**src/rtl/spi_bus_arbiter.sv**
```systemverilog
// Round-robin owner of the shared SPI bus: per-device CS polarity, setup and guard timing.
// Define SPI_ARB_TIMEOUT_EN to add the grant watchdog and the timeout pulse.
module spi_bus_arbiter #(
  parameter int                 NUM_REQ        = 4,
  parameter logic [NUM_REQ-1:0] CS_ACTIVE_HIGH = 4'b0100,
  parameter int                 SETUP_CYCLES   = 2,
  parameter int                 GUARD_CYCLES   = 4,
  parameter int                 TIMEOUT_CYCLES = 65535
) (
  input  logic               clk,
  input  logic               reset,
  input  logic [NUM_REQ-1:0] req,
  input  logic [NUM_REQ-1:0] m_sclk,
  input  logic [NUM_REQ-1:0] m_mosi,
  output logic [NUM_REQ-1:0] grant,
  output logic               miso_out,
  input  logic               SPIMISO,
  output logic               SPICLK,
  output logic               SPIMOSI,
  output logic [NUM_REQ-1:0] chip_select,
  output logic               busy,
  output logic               timeout
);

  localparam int IW = $clog2(NUM_REQ);
  localparam logic [NUM_REQ-1:0] CS_IDLE = ~CS_ACTIVE_HIGH;

  typedef enum logic [1:0] {IDLE, SETUP, GRANT, GUARD} state_t;

  state_t             state_q, state_d;
  logic [IW-1:0]      owner_q, owner_d;
  logic [IW-1:0]      last_q, last_d;
  logic [3:0]         cnt_q, cnt_d;
  logic [NUM_REQ-1:0] grant_q, grant_d;
  logic [NUM_REQ-1:0] cs_q, cs_d;
  logic               sclk_q, sclk_d;
  logic               mosi_q, mosi_d;
  logic [NUM_REQ-1:0] elig;
  logic               found;
  logic [IW-1:0]      win;
  logic               own_req;
  logic               expire;

  assign own_req     = req[owner_q];
  assign grant       = grant_q;
  assign chip_select = cs_q;
  assign SPICLK      = sclk_q;
  assign SPIMOSI     = mosi_q;
  assign busy        = (state_q != IDLE);
  assign miso_out    = SPIMISO;

`ifdef SPI_ARB_TIMEOUT_EN
  logic [15:0]        tcnt_q, tcnt_d;
  logic [NUM_REQ-1:0] blk_q, blk_d;
  logic               to_q;

  assign elig    = req & ~blk_q;
  assign expire  = (state_q == GRANT) && own_req &&
                   (tcnt_q == 16'(TIMEOUT_CYCLES - 1));
  assign timeout = to_q;

  // An aborted requester stays blocked until it has dropped req once.
  always_comb begin
    tcnt_d = '0;
    blk_d  = blk_q & req;
    if (state_q == GRANT && own_req && !expire)
      tcnt_d = tcnt_q + 16'd1;
    if (expire)
      blk_d[owner_q] = 1'b1;
  end

  always_ff @(posedge clk or posedge reset) begin
    if (reset) begin
      tcnt_q <= '0;
      blk_q  <= '0;
      to_q   <= 1'b0;
    end else begin
      tcnt_q <= tcnt_d;
      blk_q  <= blk_d;
      to_q   <= expire;
    end
  end
`else
  assign elig    = req;
  assign expire  = 1'b0;
  assign timeout = 1'b0;
`endif

  // First eligible requester after the last owner, wrapping around.
  always_comb begin
    found = 1'b0;
    win   = '0;
    for (int i = 1; i <= NUM_REQ; i++) begin
      if (!found && elig[IW'((int'(last_q) + i) % NUM_REQ)]) begin
        found = 1'b1;
        win   = IW'((int'(last_q) + i) % NUM_REQ);
      end
    end
  end

  always_comb begin
    state_d = state_q;
    owner_d = owner_q;
    last_d  = last_q;
    cnt_d   = cnt_q;
    grant_d = grant_q;
    cs_d    = cs_q;
    sclk_d  = 1'b0;
    mosi_d  = 1'b0;
    unique case (state_q)
      IDLE: begin
        if (found) begin
          owner_d = win;
          last_d  = win;
          cs_d    = CS_IDLE ^ (NUM_REQ'(1) << win);
          cnt_d   = 4'(SETUP_CYCLES - 1);
          state_d = SETUP;
        end
      end
      SETUP: begin
        if (!own_req) begin
          cs_d    = CS_IDLE;
          cnt_d   = 4'(GUARD_CYCLES - 1);
          state_d = GUARD;
        end else if (cnt_q == 4'd0) begin
          grant_d = NUM_REQ'(1) << owner_q;
          state_d = GRANT;
        end else begin
          cnt_d = cnt_q - 4'd1;
        end
      end
      GRANT: begin
        if (!own_req || expire) begin
          grant_d = '0;
          cs_d    = CS_IDLE;
          cnt_d   = 4'(GUARD_CYCLES - 1);
          state_d = GUARD;
        end else begin
          sclk_d = m_sclk[owner_q];
          mosi_d = m_mosi[owner_q];
        end
      end
      GUARD: begin
        if (cnt_q == 4'd0) state_d = IDLE;
        else               cnt_d   = cnt_q - 4'd1;
      end
    endcase
  end

  always_ff @(posedge clk or posedge reset) begin
    if (reset) begin
      state_q <= IDLE;
      owner_q <= '0;
      last_q  <= IW'(NUM_REQ - 1);
      cnt_q   <= '0;
      grant_q <= '0;
      cs_q    <= CS_IDLE;
      sclk_q  <= 1'b0;
      mosi_q  <= 1'b0;
    end else begin
      state_q <= state_d;
      owner_q <= owner_d;
      last_q  <= last_d;
      cnt_q   <= cnt_d;
      grant_q <= grant_d;
      cs_q    <= cs_d;
      sclk_q  <= sclk_d;
      mosi_q  <= mosi_d;
    end
  end

endmodule

```
**config.mk**
```make
export PLATFORM = sky130hd
export DESIGN_NAME = spi_bus_arbiter
export DESIGN_NICKNAME = d
export VERILOG_FILES = /design/src/rtl/spi_bus_arbiter.sv
export SDC_FILE = /design/constraint.sdc
export NUM_CORES = 1
export LEC_CHECK = 0
export CAP_MARGIN = 20
export CORE_MARGIN = 2
export CORE_UTILIZATION = 40
export CTS_BUF_LIST = sky130_fd_sc_hd__clkbuf_8
export CTS_CLUSTER_DIAMETER = 60
export DETAILED_ROUTE_END_ITERATION = 10
export PLACE_DENSITY = 0.73
export SETUP_SLACK_MARGIN = 0.02
export SLEW_MARGIN = 20
export SYNTH_ARGS = -nofsm -noshare
export SYNTH_HDL_FRONTEND = slang
export SYNTH_SLANG_ARGS = --single-unit
```
**constraint.sdc**
```tcl
create_clock -name clk -period 2.9 [get_ports clk]
set_clock_uncertainty 0.15 [all_clocks]
set_input_delay 0.58 -clock clk [delete_from_list [all_inputs] [get_ports clk]]
set_output_delay 0.58 -clock clk [all_outputs]
set_load 0.1 [all_outputs]
```
* Word-level counts from Yosys, hierarchy flattened
Index checks and enable logic that the tools add are counted.
Storage, ports and cells: input bits 15, output and inout port bits 13, logic and storage cells 96, flip-flop bits (word level) 20
Operators by class: equal/unequal tests 10, shifts and indexed selects 2, bitwise gates (word level) 1, order comparisons 5, multiplexer cells 48, $add $sub $neg 5, reductions and logical operators 17
Operators by type and width (number):
- two-way mux 4 bit | 9
- two-way mux 1 bit | 19
- two-way mux 2 bit | 9
- less-than comparator 2 x 4 -> 1 bit (second input constant) | 4
- case mux 4 bit (2 select lines) | 2
- case mux 4 bit (4 select lines) | 1
- binary-select mux 1 bit (select 2 bit) | 7
- != test 2 bit (second input constant) | 6
- case mux 2 bit (4 select lines) | 1
- AND reduction 4 bit | 2
- left shift 1 x 2 -> 4 bit (first input constant) | 2
- nonzero test 2 bit | 3
- adder 2 x 1 -> 2 bit (second input constant) | 2
- adder 2 bit (second input constant) | 2
- == test 2 bit (second input constant) | 2
- zero test 4 bit | 1
- AND reduction 2 bit | 2
- subtractor 4 x 1 -> 4 bit (second input constant) | 1
- logical AND 1 bit | 3
- zero test 1 bit | 3
- less-than comparator 2 x 3 -> 1 bit (second input constant) | 1
- != test 3 bit (second input constant) | 1
- NOT 3 bit | 1
- AND reduction 3 bit | 1
- other kinds (3) | 3

* Depth between registers and ports, before layout
Gate-level depths: netlist of the first run.
depth in word-level cells 18, mapped depth 7

* Worst setup path after synthesis of the first run
OpenSTA, ideal clock, no wires.
path kind reg2out, from register state_q[0], to output port busy, cell stages (with the launch flop) 4, slack 0.817 ns, buffers on the path 0, data required time 2.170 ns, arrival 1.353 ns, path through dfrtp_1 inv_1 ha_1 inv_1
Between the ends: longest elaborated chain between the ends 1
RTL lines:
- from (decl) | line 30 | state_t state_q, state_d;
- from (signal assigned) | line 161 | state_q <= state_d;
- nonzero test 2 bit | line 49 | assign busy = (state_q != IDLE);
- to (decl) | line 21 | output logic busy,
Every way passes these cells.

* Worst setup path in the final report of the first run
from input port req[3], to register grant_q[3], in the netlist grant[3]
Between the ends: longest elaborated chain between the ends 4, elaborated cells between the ends (all ways) 5, those cells by class eq/ne (2); mux (2); reduce/logical (1)
RTL lines:
- from (decl) | line 12 | input logic [NUM_REQ-1:0] req,
- binary-select mux 1 bit (select 2 bit) * | line 44 | assign own_req = req[owner_q];
- two-way mux 1 bit (implied by the code) * | line 44
- != test 2 bit (no line)
- AND reduction 4 bit (no line) *
- to (signal assigned) | line 165 | grant_q <= grant_d;
- to (decl) | line 34 | logic [NUM_REQ-1:0] grant_q, grant_d;
Mark *: on every way between the ends. The rest lies on a longest branch, timed or not. The select of a mux whose other input is x is not followed. A chain may end at the register's enable or synchronous reset.

==> results of run 1 <==
==> area by class of cell <==
type / count / area, µm²
sequential: 20 / 507
multi-input combinational: 89 / 722
tap: 44 / 55.1
inverter: 9 / 33.8
timing repair buffer: 25 / 220
fill: 284 / 1490
clock buffer: 4 / 55.1
==> metrics by stage <==
stage | cell area, µm² | cells | setup WS [ps] | util (%) | hold WS (ps)
after global routing | 1590 | 191 | 393 | 51.7 | 385
after global placement | 1540 | 187 | 245 | 50.0 | 341
after CTS | 1590 | 191 | 443 | 51.7 | 358
after detailed placement | 1540 | 187 | 172 | 50.0 | 345
final | 1590 | 191 | 430 | 51.7 | 357
after floorplan | 1300 | 124 | 817 | - | 323
==> worst max-delay path: cells and delay by family <==
kind,cells,cell delay [ps]
compound gates,1,330
buf+inv,1,510
mux,2,1040
==> worst max path at each step <==
stage,slack [ps],depth (start not counted),to,startpoint
final,430,4,grant[3]$_DFFE_PP0P_,req[3]
after global routing,390,5,state_q[0]$_DFFE_PP0P_,req[3]
after CTS,440,4,grant[3]$_DFFE_PP0P_,req[3]
after detailed placement,170,4,grant[3]$_DFFE_PP0P_,req[3]
after global placement,240,4,grant[3]$_DFFE_PP0P_,req[3]
after floorplan,820,3,busy,state_q[0]$_DFFE_PP0P_
==> cells in the final DEF, fill, tap and decap left out, drive strengths merged, types with 2 or more instances in the layout <==
cell type      synthesis  layout
clkbuf                 2       4
mux4                   3       3
nand2                  6       6
or3                    2       2
o31ai                  5       5
nand2b                 3       3
o21ai                  3       3
nand3b                 3       3
and3b                  2       2
mux2                   6       6
a31oi                  3       3
nor2                  12      12
dfrtp                 15      15
mux2i                  2       2
nor3                   5       5
clkdlybuf4s50          0      13
nor4                   4       4
a22oi                  2       2
nor3b                  4       4
inv                    9       9
a21o                   3       3
a21oi                  2       2
and3                   2       2
buf                    4      12
dfstp                  5       5
ha                     6       6
==> cells by family after synthesis <==
logic type               after synthesis  share of synthesized area (%)
buffers and inverters                 15                           5.76
other                                  1                          0.288
adder cells (fa/ha/maj)                6                           5.76
flip-flops                            20                           38.9
multiplexers                          11                           12.5
AO/OA/AOI/OAI                         25                           16.8
AND/OR/NAND/NOR                       46                           20.1
==> synthesized netlist by cell type, drive strengths merged, types with 3 or more instances <==
library cell	n	area share, %
dfrtp	15	29
nor2	12	3.5
inv	9	2.6
ha	6	5.8
mux2	6	5.2
nand2	6	1.7
dfstp	5	10
nor3	5	1.9
o31ai	5	2.9
buf	4	2.3
nor3b	4	2.7
nor4	4	1.9
a21o	3	1.7
a31oi	3	1.9
mux4	3	5.8
nand2b	3	1.4
nand3b	3	1.7
o21ai	3	1.4
==> flip-flops by register name, summed over array words and instances, names as in the netlist <==
name,count
state_q,2
cnt_q,4
SPIMOSI,1
owner_q,2
SPICLK,1
grant,4
last_q,2
chip_select,4
==> metal layers <==
layer  GRT usage (%)  wire, µm  vias to the layer above
met3            3.99        94                        3
met4            3.11        10                        0
met1            20.3      1220                      499
met5               0         0                        -
li1                -         -                      506
met2            25.7      1270                       20
==> metrics.csv, run 1 <==
stage,metric,value,unit
route,vias_per_cell,5.38,
yosys,synth_nets,145,
global_route,grt_pass1_wl,4.33,mm
hold_path,hold_start,last_q[1]$_DFFE_PP1P_,
global_route,grt_antenna_before_repair,0,
setup_path,crit_chain,"clkdlybuf4s50_1, mux4_2, a31oi_2, mux2_2",
floorplanning,die_w,61.1,µm
cells_and_area,n_antenna_cell,0,
route,antenna_left,0,
sta,final.setup.tns,0,ps
cells_and_area,syn2layout_area_growth,22.2,%
cells_and_area,num-nets-final,169,
sta,period_needed,2470,ps
yosys,avgSynthCellArea,10.5,µm²
setup_path,reg2reg_from,owner_q[0]$_DFFE_PP0P_,
setup_path,crit_path_max_fanout,9,
clocking,clk_latency,260,ps
sta,max_freq,0.405,GHz
clocking,cts-resized-gates,0,
clocking,ctsHoldBuffers,0,
hold_path,holdCritPathClass,flip-flop to flip-flop,
clocking,tritoncts,done,
placement,port_buffers,24,
yosys,synth-seq-area-share,38.9,%
clocking,numCtsBuffers,3,
sta,worst_pin_slew,767,ps
setup_path,reg2regPathDepth,3,
global_route,overflow,0,
setup_path,criticalPathCategory,input port to flip-flop,
run,cap_violations,0,
route,routed_wl,2.60,mm
sta,hold_viol_final,0,
yosys,syn_inst,124,
sta,rsz0062_at_grt,no,
clocking,clkSinkCount,20,
global_route,grt_max_degree,21,
cells_and_area,drive_above_1_share,26.5,%
yosys,synth_edf_count,0,
setup_path,critPathCaptureType,flip-flop,
floorplanning,die_h,61.1,µm
floorplanning,die_area,0.00373,mm²
setup_path,crit_slowest_cell,mux4_2,
floorplanning,core,0.00308,mm²
hold_path,min_path_cells,2,
clocking,clockBufferDepth,2,
sta,fin_crit_sh,85.2,%
setup_path,cp.required,2900,ps
sta,setup_viol,0,
clocking,clock-root-buffer,clkbuf_8,
route,vias,1028,
yosys,async_reset_ff_share,100,%
floorplanning,initial_core_util,42.4,%
placement,gp_congestion,0.807,
setup_path,critPathArrivalTime,2470,ps
yosys,yosys_warnings,0,
clocking,clk_pin_slew,80,ps
setup_path,cp_slowest_stage_delay,660,ps
yosys,syn-cell-area,0.00130,mm²
yosys,synthFlopType,dfrtp_1,
floorplanning,row_count,20,
floorplanning,ios,28,
outcome,status,completed,
global_route,grt_pass1_vias,980,
route,wl_per_cell,13.6,µm
placement,place_hpwl,2.04,mm
setup_path,reg2reg_to,grant[3]$_DFFE_PP0P_,
clocking,cts_setup_buffers,0,
sta,slew_headroom,48.8,%
global_route,grt_usage,15.4,%
setup_path,cp-start-kind,input port,
hold_path,min_to,last_q[1]$_DFFE_PP1P_,
route,drtIter0Drc,44,
yosys,ys_ff_latch,20,
yosys,synth.distinct_cells,46,
clocking,cts_max_level,1,
sta,finalMaxSlewViolations,0,
route,drt_first_pass_iters,4,
setup_path,r2r_setup_slack,740,ps
route,drc_errors,0,
Power of run 1 is left out: the tool's default activity adds up to more than one toggle a clock period on the data nets, which glitch-free logic cannot reach.
==> inputs of run 2 (changes only) <==
--- a/config.mk
+++ b/config.mk
@@ -7,12 +7,13 @@
 export LEC_CHECK = 0
 export CAP_MARGIN = 20
 export CORE_MARGIN = 2
-export CORE_UTILIZATION = 40
+export CORE_UTILIZATION = 56
 export CTS_BUF_LIST = sky130_fd_sc_hd__clkbuf_8
 export CTS_CLUSTER_DIAMETER = 60
+export CTS_CLUSTER_SIZE = 8
 export DETAILED_ROUTE_END_ITERATION = 10
-export PLACE_DENSITY = 0.73
-export SETUP_SLACK_MARGIN = 0.02
+export PLACE_DENSITY = 0.95
+export SETUP_SLACK_MARGIN = 0.1
 export SLEW_MARGIN = 20
 export SYNTH_ARGS = -nofsm -noshare
 export SYNTH_HDL_FRONTEND = slang
==> run 2 against run 1 <==
  * Die area is 27% lower
  * Cell area is 1.3% lower
  * Maximum frequency is 0.17% lower
==> metrics.csv, run 2 (synthesis results as in run 1) <==
stage,metric,value,unit
setup_path,r2r_setup_slack,730,ps
global_route,grt_usage,23.2,%
setup_path,critPathArrivalTime,2470,ps
cells_and_area,drive_above_1_share,26.5,%
sta,final.setup.tns,0,ps
global_route,grt_pass1_vias,1020,
clocking,clock-root-buffer,clkbuf_8,
sta,max_freq,0.404,GHz
route,vias_per_cell,5.94,
setup_path,cp-start-kind,input port,
sta,hold_viol_final,0,
placement,placed_cells,171,
sta,period_needed,2470,ps
cells_and_area,num-nets-final,169,
route,vias,1039,
hold_path,min_path_cells,2,
floorplanning,ios,28,
global_route,overflow,0,
setup_path,crit_path_max_fanout,9,
sta,finalMaxSlewViolations,0,
placement,place_hpwl,2.09,mm
route,wl_per_cell,15.6,µm
placement,port_buffers,24,
sta,setup_viol,0,
global_route,grt_antenna_before_repair,0,
clocking,clk_pin_slew,70,ps
clocking,tritoncts,done,
route,drt_first_pass_iters,4,
cells_and_area,multi_input_area,722,µm²
setup_path,reg2reg_from,owner_q[0]$_DFFE_PP0P_,
setup_path,reg2reg_to,grant[0]$_DFFE_PP0P_,
clocking,cts-resized-gates,0,
run,cap_violations,0,
route,drc_errors,0,
floorplanning,initial_core_util,58.9,%
setup_path,reg2regPathDepth,3,
clocking,numCtsBuffers,3,
hold_path,hold_start,last_q[1]$_DFFE_PP1P_,
cells_and_area,register_area,507,µm²
placement,gp_congestion,0.806,
floorplanning,core,0.00221,mm²
floorplanning,die_w,52.3,µm
clocking,cts_max_level,1,
sta,worst_pin_slew,767,ps
route,antenna_left,0,
cells_and_area,fillers,179,
setup_path,criticalPathCategory,input port to flip-flop,
floorplanning,die_h,52.3,µm
sta,rsz0062_at_grt,no,
clocking,clkSinkCount,20,
floorplanning,die_area,0.00273,mm²
route,drtIter0Drc,20,
global_route,grt_max_degree,21,
setup_path,cp.required,2890,ps
route,routed_wl,2.72,mm
hold_path,holdCritPathClass,flip-flop to flip-flop,
cells_and_area,post-route-util,71.1,%
cells_and_area,n_antenna_cell,0,
cells_and_area,mostFrequentLayoutCells,"15 x dfrtp_1, 13 x clkdlybuf4s50_1, 12 x nor2_1, 12 x buf_4, 9 x inv_1",
clocking,cts_setup_buffers,0,
sta,fin_crit_sh,85.3,%
setup_path,critPathCaptureType,flip-flop,
cells_and_area,syn2layout_area_growth,20.6,%
clocking,clk_latency,250,ps
floorplanning,row_count,17,
outcome,status,completed,
cells_and_area,final_common_cell,dfrtp_1,
global_route,grt_pass1_wl,4.73,mm
cells_and_area,post_layout_nonfiller_instances,175,
sta,slew_headroom,48.8,%
hold_path,min_to,last_q[1]$_DFFE_PP1P_,
clocking,ctsHoldBuffers,0,
clocking,clockBufferDepth,2,
-- run 2: cell counts in the layout (fill, tap and decap cells not counted) --
No cell type changed its count.
-- run 2: layer usage --
metal / vias to the layer above / wire length (µm) / global-route usage [%]
met3: 0 / 68 / 2.00
met5: - / 0 / 0
met1: 514 / 1180 / 29.7
met4: 0 / 0 / 7.69
li1: 508 / - / -
met2: 17 / 1470 / 41.1
-- run 2: how the worst max path moves through the flow --
stage,slack [ps],cells after the start,startpoint,endpoint
after floorplan,820,3,state_q[0]$_DFFE_PP0P_,busy
after global placement,250,4,req[3],grant[3]$_DFFE_PP0P_
after detailed placement,180,4,req[3],grant[0]$_DFFE_PP0P_
after CTS,460,4,req[3],grant[0]$_DFFE_PP0P_
after global routing,370,5,req[3],cnt_q[1]$_DFFE_PP0P_
final,430,4,req[3],grant[0]$_DFFE_PP0P_
-- run 2: critical path: stages --
cell             delay [ps]
clkdlybuf4s50_1         510
mux4_2                  650
a31oi_2                 340
mux2_2                  380
-- run 2: layout make-up --
class	count	area share, %
clock buffers	4	3.50
inverters	9	2.15
multi-input cells	89	45.9
flip-flops and latches	20	32.2
well taps	28	2.23
repair buffers	25	14.0
-- run 2: metrics by stage --
stage / hold WS, ps / instance area [µm²] / setup WS (ps)
detailed placement: 357 / 1520 / 177
floorplan: 323 / 1300 / 817
global placement: 339 / 1520 / 251
finish: 363 / 1570 / 426
CTS: 370 / 1570 / 461
global route: 387 / 1570 / 372
Power of run 2 is left out for the same reason.
